==> src/rtl/clock_set_pkg.sv <==
// rtl/clock_set_pkg.sv - shared types and constants for the clock/alarm set controller
package clock_set_pkg;

    typedef enum logic [2:0] {
        ST_IDLE,
        ST_SET_HOUR,
        ST_SET_MIN,
        ST_LOAD,
        ST_STOP
    } state_t;

    typedef enum logic {
        TGT_TIME,
        TGT_ALARM
    } tgt_t;

    typedef struct packed {
        logic [1:0] h1;
        logic [3:0] h0;
        logic [3:0] m1;
        logic [3:0] m0;
    } hhmm_t;

    localparam int HOUR_MAX       = 23;
    localparam int MIN_MAX        = 59;
    localparam int MIN_PER_HOUR   = MIN_MAX + 1;
    localparam int DAY_MIN        = (HOUR_MAX + 1) * MIN_PER_HOUR;

    localparam int HOLD_CYCLES_DEF = 12;
    localparam int TIMEOUT_S_DEF   = 10;
    localparam int SNOOZE_MIN_DEF  = 5;

endpackage

==> src/rtl/bcd_hhmm_add.sv <==
// rtl/bcd_hhmm_add.sv - combinational BCD hh:mm plus N minutes with 24 h wrap
module bcd_hhmm_add
    import clock_set_pkg::*;
(
    input  hhmm_t      a,
    input  logic [6:0] n_min,
    output hhmm_t      sum
);

    logic [11:0] tot_in;
    logic [11:0] tot;
    logic [11:0] wrapped;
    logic [11:0] hours;
    logic [11:0] mins;

    // Work in minutes-of-day: one wrap subtraction suffices since n_min < one hour + 1.
    always_comb begin
        tot_in  = 12'(a.h1) * 12'(10 * MIN_PER_HOUR)
                + 12'(a.h0) * 12'(MIN_PER_HOUR)
                + 12'(a.m1) * 12'd10
                + 12'(a.m0);
        tot     = tot_in + 12'(n_min);
        wrapped = (tot >= 12'(DAY_MIN)) ? tot - 12'(DAY_MIN) : tot;
        hours   = wrapped / 12'(MIN_PER_HOUR);
        mins    = wrapped % 12'(MIN_PER_HOUR);
        sum.h1  = 2'(hours / 12'd10);
        sum.h0  = 4'(hours % 12'd10);
        sum.m1  = 4'(mins / 12'd10);
        sum.m0  = 4'(mins % 12'd10);
    end

endmodule

==> src/rtl/clock_set_ctrl.sv <==
// rtl/clock_set_ctrl.sv - front-panel set/alarm controller; CLOCK_SET_SNOOZE_EN adds snooze on inc
module clock_set_ctrl
    import clock_set_pkg::*;
#(
    parameter int HOLD_CYCLES = HOLD_CYCLES_DEF,
    parameter int TIMEOUT_S   = TIMEOUT_S_DEF,
    parameter int SNOOZE_MIN  = SNOOZE_MIN_DEF
) (
    input  logic       clk,
    input  logic       reset,
    input  logic       tick_1s,
    input  logic       btn_mode,
    input  logic       btn_alm,
    input  logic       btn_inc,
    input  logic       btn_ok,
    input  logic       btn_arm,
    input  logic       alarm_active,
    output logic [1:0] H_in1,
    output logic [3:0] H_in0,
    output logic [3:0] M_in1,
    output logic [3:0] M_in0,
    output logic       LD_time,
    output logic       LD_alarm,
    output logic       STOP_al,
    output logic       AL_ON,
    output logic       edit_hour,
    output logic       edit_min
);

    localparam int HW = $clog2(HOLD_CYCLES + 1);
    localparam int TW = $clog2(TIMEOUT_S + 1);

    state_t        state_q, state_d;
    tgt_t          tgt_q, tgt_d;
    hhmm_t         edit_q, edit_d;
    hhmm_t         sh_q, sh_d;
    logic          al_on_q, al_on_d;
    logic          snooze_q, snooze_d;
    logic [HW-1:0] hold_q, hold_d;
    logic [TW-1:0] tmo_q, tmo_d;
    logic [4:0]    btn_q;
    logic [4:0]    btns;
    logic [4:0]    press;
    logic          sel_ok, sel_inc, sel_mode, sel_alm, sel_arm;
    hhmm_t         add_a;
    hhmm_t         add_sum;
    logic [6:0]    add_n;

    assign btns     = {btn_arm, btn_alm, btn_mode, btn_inc, btn_ok};
    assign press    = btns & ~btn_q;
    assign sel_ok   = press[0];
    assign sel_inc  = press[1] & ~press[0];
    assign sel_mode = press[2] & ~|press[1:0];
    assign sel_alm  = press[3] & ~|press[2:0];
    assign sel_arm  = press[4] & ~|press[3:0];

    // One adder serves hour steps (+60), minute steps (+1) and snooze from the shadow alarm.
    always_comb begin
        add_a = (state_q == ST_IDLE) ? sh_q : edit_q;
        case (state_q)
            ST_SET_HOUR: add_n = 7'(MIN_PER_HOUR);
            ST_SET_MIN:  add_n = 7'd1;
            default:     add_n = 7'(SNOOZE_MIN);
        endcase
    end

    bcd_hhmm_add u_add (
        .a     (add_a),
        .n_min (add_n),
        .sum   (add_sum)
    );

    always_comb begin
        state_d  = state_q;
        tgt_d    = tgt_q;
        edit_d   = edit_q;
        sh_d     = sh_q;
        al_on_d  = al_on_q;
        snooze_d = snooze_q;
        hold_d   = hold_q;
        tmo_d    = tmo_q;
        case (state_q)
            ST_IDLE: begin
                if (sel_ok) begin
                    if (alarm_active) begin
                        state_d  = ST_STOP;
                        hold_d   = HW'(HOLD_CYCLES);
                        snooze_d = 1'b0;
                    end
                end else if (sel_inc) begin
`ifdef CLOCK_SET_SNOOZE_EN
                    if (alarm_active) begin
                        state_d  = ST_LOAD;
                        tgt_d    = TGT_ALARM;
                        edit_d   = add_sum;
                        sh_d     = add_sum;
                        hold_d   = HW'(HOLD_CYCLES);
                        snooze_d = 1'b1;
                    end
`endif
                end else if (sel_mode) begin
                    state_d = ST_SET_HOUR;
                    tgt_d   = TGT_TIME;
                    edit_d  = '0;
                    tmo_d   = TW'(TIMEOUT_S);
                end else if (sel_alm) begin
                    state_d = ST_SET_HOUR;
                    tgt_d   = TGT_ALARM;
                    edit_d  = sh_q;
                    tmo_d   = TW'(TIMEOUT_S);
                end else if (sel_arm) begin
                    al_on_d = ~al_on_q;
                end
            end
            ST_SET_HOUR, ST_SET_MIN: begin
                if (sel_ok) begin
                    tmo_d = TW'(TIMEOUT_S);
                    if (state_q == ST_SET_HOUR) begin
                        state_d = ST_SET_MIN;
                    end else begin
                        state_d  = ST_LOAD;
                        hold_d   = HW'(HOLD_CYCLES);
                        snooze_d = 1'b0;
                        if (tgt_q == TGT_ALARM) sh_d = edit_q;
                    end
                end else if (sel_inc) begin
                    tmo_d = TW'(TIMEOUT_S);
                    if (state_q == ST_SET_HOUR) begin
                        edit_d.h1 = add_sum.h1;
                        edit_d.h0 = add_sum.h0;
                    end else begin
                        edit_d.m1 = add_sum.m1;
                        edit_d.m0 = add_sum.m0;
                    end
                end else if (tick_1s) begin
                    if (tmo_q <= TW'(1)) state_d = ST_IDLE;
                    else tmo_d = tmo_q - TW'(1);
                end
            end
            ST_LOAD, ST_STOP: begin
                if (hold_q <= HW'(1)) state_d = ST_IDLE;
                else hold_d = hold_q - HW'(1);
            end
            default: state_d = ST_IDLE;
        endcase
    end

    always_ff @(posedge clk) begin
        if (reset) begin
            state_q  <= ST_IDLE;
            tgt_q    <= TGT_TIME;
            edit_q   <= '0;
            sh_q     <= '0;
            al_on_q  <= 1'b0;
            snooze_q <= 1'b0;
            hold_q   <= '0;
            tmo_q    <= '0;
            btn_q    <= '0;
        end else begin
            state_q  <= state_d;
            tgt_q    <= tgt_d;
            edit_q   <= edit_d;
            sh_q     <= sh_d;
            al_on_q  <= al_on_d;
            snooze_q <= snooze_d;
            hold_q   <= hold_d;
            tmo_q    <= tmo_d;
            btn_q    <= btns;
        end
    end

    assign H_in1     = edit_q.h1;
    assign H_in0     = edit_q.h0;
    assign M_in1     = edit_q.m1;
    assign M_in0     = edit_q.m0;
    assign LD_time   = (state_q == ST_LOAD) && (tgt_q == TGT_TIME);
    assign LD_alarm  = (state_q == ST_LOAD) && (tgt_q == TGT_ALARM);
    assign STOP_al   = (state_q == ST_STOP) || ((state_q == ST_LOAD) && snooze_q);
    assign AL_ON     = al_on_q;
    assign edit_hour = (state_q == ST_SET_HOUR);
    assign edit_min  = (state_q == ST_SET_MIN);

endmodule
==> config.mk <==
export PLATFORM = sky130hd
export DESIGN_NAME = clock_set_ctrl
export DESIGN_NICKNAME = d
export VERILOG_FILES = /design/src/rtl/clock_set_pkg.sv /design/src/rtl/bcd_hhmm_add.sv /design/src/rtl/clock_set_ctrl.sv
export SDC_FILE = /design/constraint.sdc
export NUM_CORES = 1
export LEC_CHECK = 0
export ABC_CLOCK_PERIOD_IN_PS = 12180
export CAP_MARGIN = 40
export CORE_MARGIN = 3
export CORE_UTILIZATION = 30
export CTS_BUF_LIST = sky130_fd_sc_hd__clkbuf_8
export DETAILED_ROUTE_END_ITERATION = 10
export PLACE_DENSITY = 0.46
export SYNTH_ARGS = -nofsm -noshare
export SYNTH_HDL_FRONTEND = slang
export SYNTH_SLANG_ARGS = --single-unit
==> constraint.sdc <==
create_clock -name clk -period 12.18 [get_ports clk]
set_input_delay 3.654 -clock clk [delete_from_list [all_inputs] [get_ports clk]]
set_output_delay 3.654 -clock clk [all_outputs]
set_load 0.02 [all_outputs]
======== Word-level counts from Yosys, hierarchy flattened ========
Index checks and enable logic that the tools add are counted.
word-level totals
  input bits .............................. 9
  output and inout bits ................... 20
  logic and storage cells ................. 142
  bits in registers ....................... 47
cells by class
  reduce and logical (&&, ||, !) cells .... 25
  eq/ne operators ......................... 24
  bitwise gates (word level) .............. 13
  add/subtract/negate cells ............... 7
  magnitude comparators ................... 3
  $mul .................................... 3
  div/mod/pow operators ................... 6
  mux-type cells .......................... 46
operators with widths
  operator                                                                               count
  14-bit two-way mux                                                                     7
  4-bit two-way mux                                                                      13
  3-bit two-way mux                                                                      10
  14-bit case mux with 2 select lines                                                    1
  12-bit by 4-bit divider with 12-bit output, second input constant                      2
  12-bit by 4-bit remainder unit with 12-bit output, second input constant               2
  2-bit inequality test, second input constant                                           11
  7-bit AND reduction                                                                    3
  3-bit inequality test, second input constant                                           6
  6-bit AND reduction                                                                    3
  12-bit by 10-bit adder with 12-bit output                                              1
  12-bit by 4-bit adder with 12-bit output                                               1
  12-bit by 6-bit adder with 12-bit output                                               1
  12-bit by 8-bit adder with 12-bit output                                               1
  12-bit by 6-bit divider with 12-bit output, second input constant                      1
  12-bit by 11-bit greater-or-equal comparator with 1-bit output, second input constant  1
  12-bit by 6-bit remainder unit with 12-bit output, second input constant               1
  12-bit two-way mux                                                                     1
  4-bit inequality test, second input constant                                           3
  4-bit case mux with 3 select lines                                                     1
  6-bit case mux with 2 select lines                                                     1
  12-bit by 11-bit subtractor with 12-bit output, second input constant                  1
  2-bit by 7-bit multiplier with 9-bit output, second input constant                     1
  3-bit case mux with 3 select lines                                                     1
  other kinds (27)                                                                       53

======== Longest topological paths before layout ========
  depth after elaboration ................. 15
  gate-level depth with buffers ........... 45
  gate-level depth less buffers ........... 40

======== Hierarchy ========
From an unflattened synthesis, not the netlist that was laid out.
second synthesis, totals
  cells, all modules ...................... 749
  area total of the unflattened synthesis .. 6,319.8 um^2
by module, submodules not included
  module          seq. area each (um^2)  area each (um^2)  times used  cells an instance
  bcd_hhmm_add    0.0                    3,873.7           1           484
  clock_set_ctrl  920.9                  2,446.1           1           265

======== Worst setup path after synthesis ========
OpenSTA, ideal clock, no wires.
  path kind ............................... register to register
  start point ............................. register state_q[0]
  end point ............................... register edit_q, in the netlist M_in0[3]
  required time ........................... 12.089 ns
  cell stages (with the launch flop) ...... 39
  setup slack ............................. 1.572 ns
  data arrival time ....................... 10.517 ns
  buffers on the path ..................... 4
  setup time .............................. 0.091 ns
  clock period less this slack ............ 10.608 ns
  path through ............................ dfxtp_1 clkbuf_1 buf_1 nor3_1 clkbuf_1 mux2_2 fa_1 inv_1 ha_1 ha_1 a21oi_1 xnor2_1 fa_1 ha_1 ha_1 ha_1 and2_4 a221oi_4 [3 not listed] nor3_2 mux2_2 a211oi_2 a21oi_1 a221oi_4 nor2_2 nor4_4 mux2i_1 clkbuf_1 nor2b_1 mux2_2 mux2i_1 nor2_1 a31oi_1 ha_1 a211o_1 xnor2_1 a311oi_1
on the way
  longest elaborated chain between the ends .. 15
  elaborated cells between the ends (all ways) .. 30
  those cells by class .................... add/sub (5); mul (3); div (2); order compare (1); eq/ne (8); mux (7); reduce/logical (4)
ends and longest elaborated chain
  what                                                                                                                                     line                                        RTL
  from (decl)                                                                                                                              clock_set_ctrl.sv:33                        state_t state_q, state_d;
  from (signal assigned)                                                                                                                   clock_set_ctrl.sv:160                       state_q <= state_d;
  3-bit logical NOT                                                                                                                        clock_set_ctrl.sv:59, clock_set_ctrl.sv:82
  14-bit two-way mux                                                                                                                       clock_set_ctrl.sv:59                        add_a = (state_q == ST_IDLE) ? sh_q : edit_q;
  2-bit by 7-bit multiplier with 9-bit output / 4-bit by 4-bit multiplier with 8-bit output (equally long branches)                        bcd_hhmm_add.sv:18, bcd_hhmm_add.sv:19
  12-bit by 10-bit adder with 12-bit output                                                                                                bcd_hhmm_add.sv:19                          + 12'(a.h0) * 12'(MIN_PER_HOUR)
  12-bit by 8-bit adder with 12-bit output                                                                                                 bcd_hhmm_add.sv:20                          + 12'(a.m1) * 12'd10
  12-bit by 4-bit adder with 12-bit output                                                                                                 bcd_hhmm_add.sv:21                          + 12'(a.m0);
  12-bit by 6-bit adder with 12-bit output                                                                                                 bcd_hhmm_add.sv:22                          tot = tot_in + 12'(n_min);
  12-bit by 11-bit subtractor with 12-bit output / 12-bit by 11-bit greater-or-equal comparator with 1-bit output (equally long branches)  bcd_hhmm_add.sv:23                          wrapped = (tot >= 12'(DAY_MIN)) ? tot - 12'(DAY_MIN) : tot;
  12-bit two-way mux                                                                                                                       bcd_hhmm_add.sv:23
  12-bit by 6-bit remainder unit with 12-bit output                                                                                        bcd_hhmm_add.sv:25                          mins = wrapped % 12'(MIN_PER_HOUR);
  12-bit by 4-bit remainder unit with 12-bit output                                                                                        bcd_hhmm_add.sv:29                          sum.m0 = 4'(mins % 12'd10);
  8-bit two-way mux                                                                                                                        clock_set_ctrl.sv:128                       if (state_q == ST_SET_HOUR) begin
  14-bit two-way mux                                                                                                                       clock_set_ctrl.sv:126                       end else if (sel_inc) begin
  14-bit two-way mux                                                                                                                       clock_set_ctrl.sv:116                       if (sel_ok) begin
  14-bit case mux with 2 select lines                                                                                                      clock_set_ctrl.sv:82                        case (state_q)
  to (signal assigned)                                                                                                                     clock_set_ctrl.sv:162                       edit_q <= edit_d;
  to (decl)                                                                                                                                clock_set_ctrl.sv:35                        hhmm_t edit_q, edit_d;
Parallel ways exist; a longest one is shown, timed or not. The select of a mux whose other input is x is not followed.
A chain may end at the register's enable or synchronous reset.

======== Worst setup path after layout ========
Same ends and word-level chain as after synthesis.

==> results_tabular.tex <==
\begin{tabular}{lr}
\hline
Metric & Value \\
\hline
\multicolumn{2}{l}{\textbf{Outcome}} \\
Outcome & complete, no violations \\
\multicolumn{2}{l}{\textbf{Die}} \\
Die ar. & 21,300 um2 \\
Placeable core region & 19,000 um2 \\
Effective utilization at floorplan & 30.9\% \\
Die width & 146 um \\
Number of ports placed on the die boundary & 29 \\
Die Height & 146 um \\
Number of placement rows & 50 \\
\multicolumn{2}{l}{\textbf{Synthesis}} \\
Post-Syn Instances & 756 \\
Dominant register cell in the synthesized netlist & sky130\_fd\_sc\_hd\_\_dfxtp\_1 \\
Cell types with the highest counts after synthesis & sky130\_fd\_sc\_hd\_\_nor2\_1 (75), sky130\_fd\_sc\_hd\_\_nand2\_1 (71), sky130\_fd\_sc\_hd\_\_a21oi\_1 (64), sky130\_fd\_sc\_hd\_\_ha\_1 (52), sky130\_fd\_sc\_hd\_\_inv\_1 (48) \\
Netlist area before placement & 5860 um2 \\
Post-Syn Nets & 836 \\
Count of flip-flops with a built-in enable after synthesis & 0 \\
Synthesized area per cell & 7.76 um2 \\
Fraction of synthesis flops using an asynchronous set or reset pin & 0\% \\
Count leader, synth & sky130\_fd\_sc\_hd\_\_nor2\_1 \\
Yosys warnings & 0 \\
Largest cells by area after synthesis & sky130\_fd\_sc\_hd\_\_dfxtp\_1 (16\%), sky130\_fd\_sc\_hd\_\_ha\_1 (11\%), sky130\_fd\_sc\_hd\_\_fa\_1 (6.5\%), sky130\_fd\_sc\_hd\_\_a21oi\_1 (5.5\%), sky130\_fd\_sc\_hd\_\_nor2\_1 (4.8\%) \\
Count of cell types in the netlist & 85 \\
Share of Yosys cell area claimed by the top area cell type & 15.7\% \\
Library cell occupying the most area in the post-synthesis netlist & sky130\_fd\_sc\_hd\_\_dfxtp\_1 \\
Seq/Total Area, Yosys & 15.7\% \\
Flip-flop and latch count after synthesis & 46 \\
\multicolumn{2}{l}{\textbf{Hold path}} \\
Number of instances on the worst hold path & 2 \\
Hold crit path type & reg2reg \\
Hold-critical path endpoint & sh\_q[0] \\
Startpoint of the tightest hold check path & sh\_q[0] \\
\multicolumn{2}{l}{\textbf{Finish}} \\
Share of post-route cells with drive strength above 1 & 8.66\% \\
Final net count & 841 \\
Area Growth Syn to Fin & 10.8\% \\
Antenna diodes & 0 \\
Final instance count without filler cells & 1,022 \\
Post-layout instance area & 6490 um2 \\
End-of-flow core utilization & 34.3\% \\
\multicolumn{2}{l}{\textbf{STA}} \\
Clock skew & 8.04 ps \\
Clock period minus final worst setup slack & 11,180 ps \\
Unrepaired setup endpoints after global routing & no \\
Slew Limit Fails & 0 \\
Hold Vio Cnt, Final & 0 \\
Fin crit share & 91.8\% \\
Peak clock frequency supported by timing & 89.4 MHz \\
\# setup viols final & 0 \\
Sum of negative setup slack & 0 ps \\
Worst slew margin relative to its limit & 40.6\% \\
Slew @ Worst Pin & 890 ps \\
\multicolumn{2}{l}{\textbf{Setup path}} \\
Maximum fanout count along the critical path & 19 \\
Largest incremental delay on the critical path & 730 ps \\
Capturing element type of the critical path & register \\
Slowest cell on crit path & sky130\_fd\_sc\_hd\_\_dfxtp\_1 \\
RR Endpoint & M\_in0[3] \\
Startpoint of the worst register-to-register path & state\_q[0] \\
Startpoint types & register \\
Worst endpoint required time & 12,400 ps \\
Arrival time reported for the critical path endpoint & 11,400 ps \\
R2R Setup Slk & 1000 ps \\
Cell depth of the worst flop-to-flop path & 34 \\
Start-to-end type of the worst setup path & reg2reg \\
Most repeated library cell on the critical path & sky130\_fd\_sc\_hd\_\_fa\_1 \\
\multicolumn{2}{l}{\textbf{Place}} \\
Half-perimeter wire length of the detailed placement result & 12.5 mm \\
Final Wtd Congestion & 0.856 \\
Cells after DPL & 1,014 \\
Count of input and output buffers & 28 \\
Post-detailed-placement cell area & 6380 um2 \\
\multicolumn{2}{l}{\textbf{Power}} \\
Maximum resistive drop on vdd & 91.7 uV \\
Power per standard cell area & 206 nW/um2 \\
Static Leakage & 2.64 nW \\
\multicolumn{2}{l}{\textbf{GRT}} \\
Vias in the first global route & 5,316 \\
Initial antenna violation count & 0 \\
Pin count of the biggest net entering global routing & 46 \\
Global-route wire length before repair & 26.8 mm \\
Combined global-route utilization of all metal layers & 14.7\% \\
Overall overflow remaining after global route & 0 \\
\multicolumn{2}{l}{\textbf{Clock network}} \\
Setup bufs post-CTS & 0 \\
Root Buffer Master & sky130\_fd\_sc\_hd\_\_clkbuf\_8 \\
Total CTS buffers & 5 \\
CTS tree & yes \\
Clock-pin slew reported for the worst setup and hold paths after clock tree synthesis & 90 ps \\
H-Tree Level Count & 2 \\
CTS Hold Bufs & 0 \\
Clock network latency to the later pin of the worst-skew pair & 310 ps \\
Sink Count & 46 \\
Buffer levels on the longest clock path & 2 \\
\multicolumn{2}{l}{\textbf{Drt}} \\
Routed length per instance & 15.7 um \\
Residual DRC count & 0 \\
Vias post-DR & 5,558 \\
First drt pass iteration count & 7 \\
Sum of routed wire length over all layers & 16.0 mm \\
Remaining number of nets flagged by the antenna check after routing & 0 \\
Detailed Route Iter0 Violations & 355 \\
Ratio of routed vias to standard cells & 5.44 \\
\multicolumn{2}{l}{\textbf{Job}} \\
Max-cap check violation count & 0 \\
\hline
\end{tabular}
-- registers in the layout (all words and copies together), names as in the netlist --
register,flops
AL_ON,1
H_in0,4
H_in1,2
M_in0,4
M_in1,4
btn_q,5
hold_q,4
sh_q,14
state_q,3
tgt_q,1
tmo_q,4
-- per-stage QoR --
step	power (mW)	setup slack (ps)	hold slack [ps]
after floorplan	1.01	1570	445
after global placement	1.21	1090	455
after detailed placement	1.22	858	462
after CTS	1.34	791	473
after global routing	1.46	168	507
final	1.34	1000	473
-- worst max-delay path by stage --
stage                     startpoint        to  slack [ps]  cells after the start
after global routing      state_q[0]  M_in0[3]         170                     34
after floorplan           state_q[0]  M_in0[3]        1570                     38
after CTS                 state_q[0]  M_in0[3]         790                     34
after detailed placement  state_q[0]  M_in0[3]         860                     34
after global placement    state_q[0]  M_in0[3]        1090                     34
final                     state_q[0]  M_in0[3]        1000                     34
-- where the power goes --
part           internal (mW)  leakage (nW)  switching, mW  total [mW]
Clock                 0.0605        0.0556         0.0550       0.115
Sequential             0.167         0.375         0.0233       0.191
Combinational          0.403          2.21          0.627        1.03
Total                  0.630          2.64          0.705        1.34
-- area by class of cell --
class | count | area, um2
Clock buffer | 5 | 68.8
Inverter | 48 | 180
Fill cell | 2012 | 12500
Tap cell | 260 | 325
Sequential cell | 46 | 921
Timing Repair Buffer | 34 | 325
Clock inverter | 3 | 41.3
Multi-Input combinational cell | 626 | 4630
-- routing by layer --
layer  routed length (um)  share of wire (%)  global-route usage [%]
met1                 7620                 48                    19.7
met2                 7770                 49                    25.7
met3                  403                2.5                    1.43
met4                  222                1.4                    2.85
met5                    0                  0                       0
-- cell usage in the layout, fill, tap and decap left out, drive strengths merged, types with 5 or more instances in the layout --
| cell type | instances |
|---|---|
| clkbuf | 5 |
| o211ai | 13 |
| a21oi | 67 |
| a221oi | 6 |
| a311oi | 11 |
| mux2 | 13 |
| and4 | 5 |
| nor2b | 14 |
| inv | 49 |
| nand2 | 72 |
| or3 | 8 |
| clkdlybuf4s50 | 28 |
| nor2 | 76 |
| dfxtp | 46 |
| or2 | 8 |
| a211oi | 15 |
| nor4 | 9 |
| ha | 52 |
| nand2b | 10 |
| a211o | 10 |
| and3 | 7 |
| nand3 | 15 |
| o21ai | 26 |
| mux2i | 15 |
| nor3 | 32 |
| a31oi | 10 |
| fa | 19 |
| o31ai | 5 |
| buf | 6 |
| and2 | 9 |
| a21o | 13 |
| xnor2 | 22 |
| nand4 | 6 |
| xor2 | 6 |
-- worst max-delay path, delay by kind of cell, from the launching register on --
family | cells | cell delay [ps]
AOI/OAI and AO/OA | 10 | 2750
and+or+nand+nor | 8 | 2440
xor gates and xnor gates | 2 | 580
muxes | 2 | 800
adders and majority gates | 8 | 3520
DFF | 1 | 730
buffers and inverters | 4 | 270
-- kinds of logic after synthesis --
group                      count (synthesis)  share of synthesized area, %
AOI/OAI and AO/OA                        223                          28.4
xor gates and xnor gates                  28                          4.31
adders and majority gates                 71                          17.6
buffers and inverters                     84                          5.61
DFF                                       46                          15.7
muxes                                     28                          5.18
and+or+nand+nor                          276                          23.3
-- what timing repair did --
action	4_1_cts	5_1_grt
hold endpoints to repair	0	0
endpoints found under the setup margin	0	3
resized for setup	0	1
(Power assumes the default switching activity.)
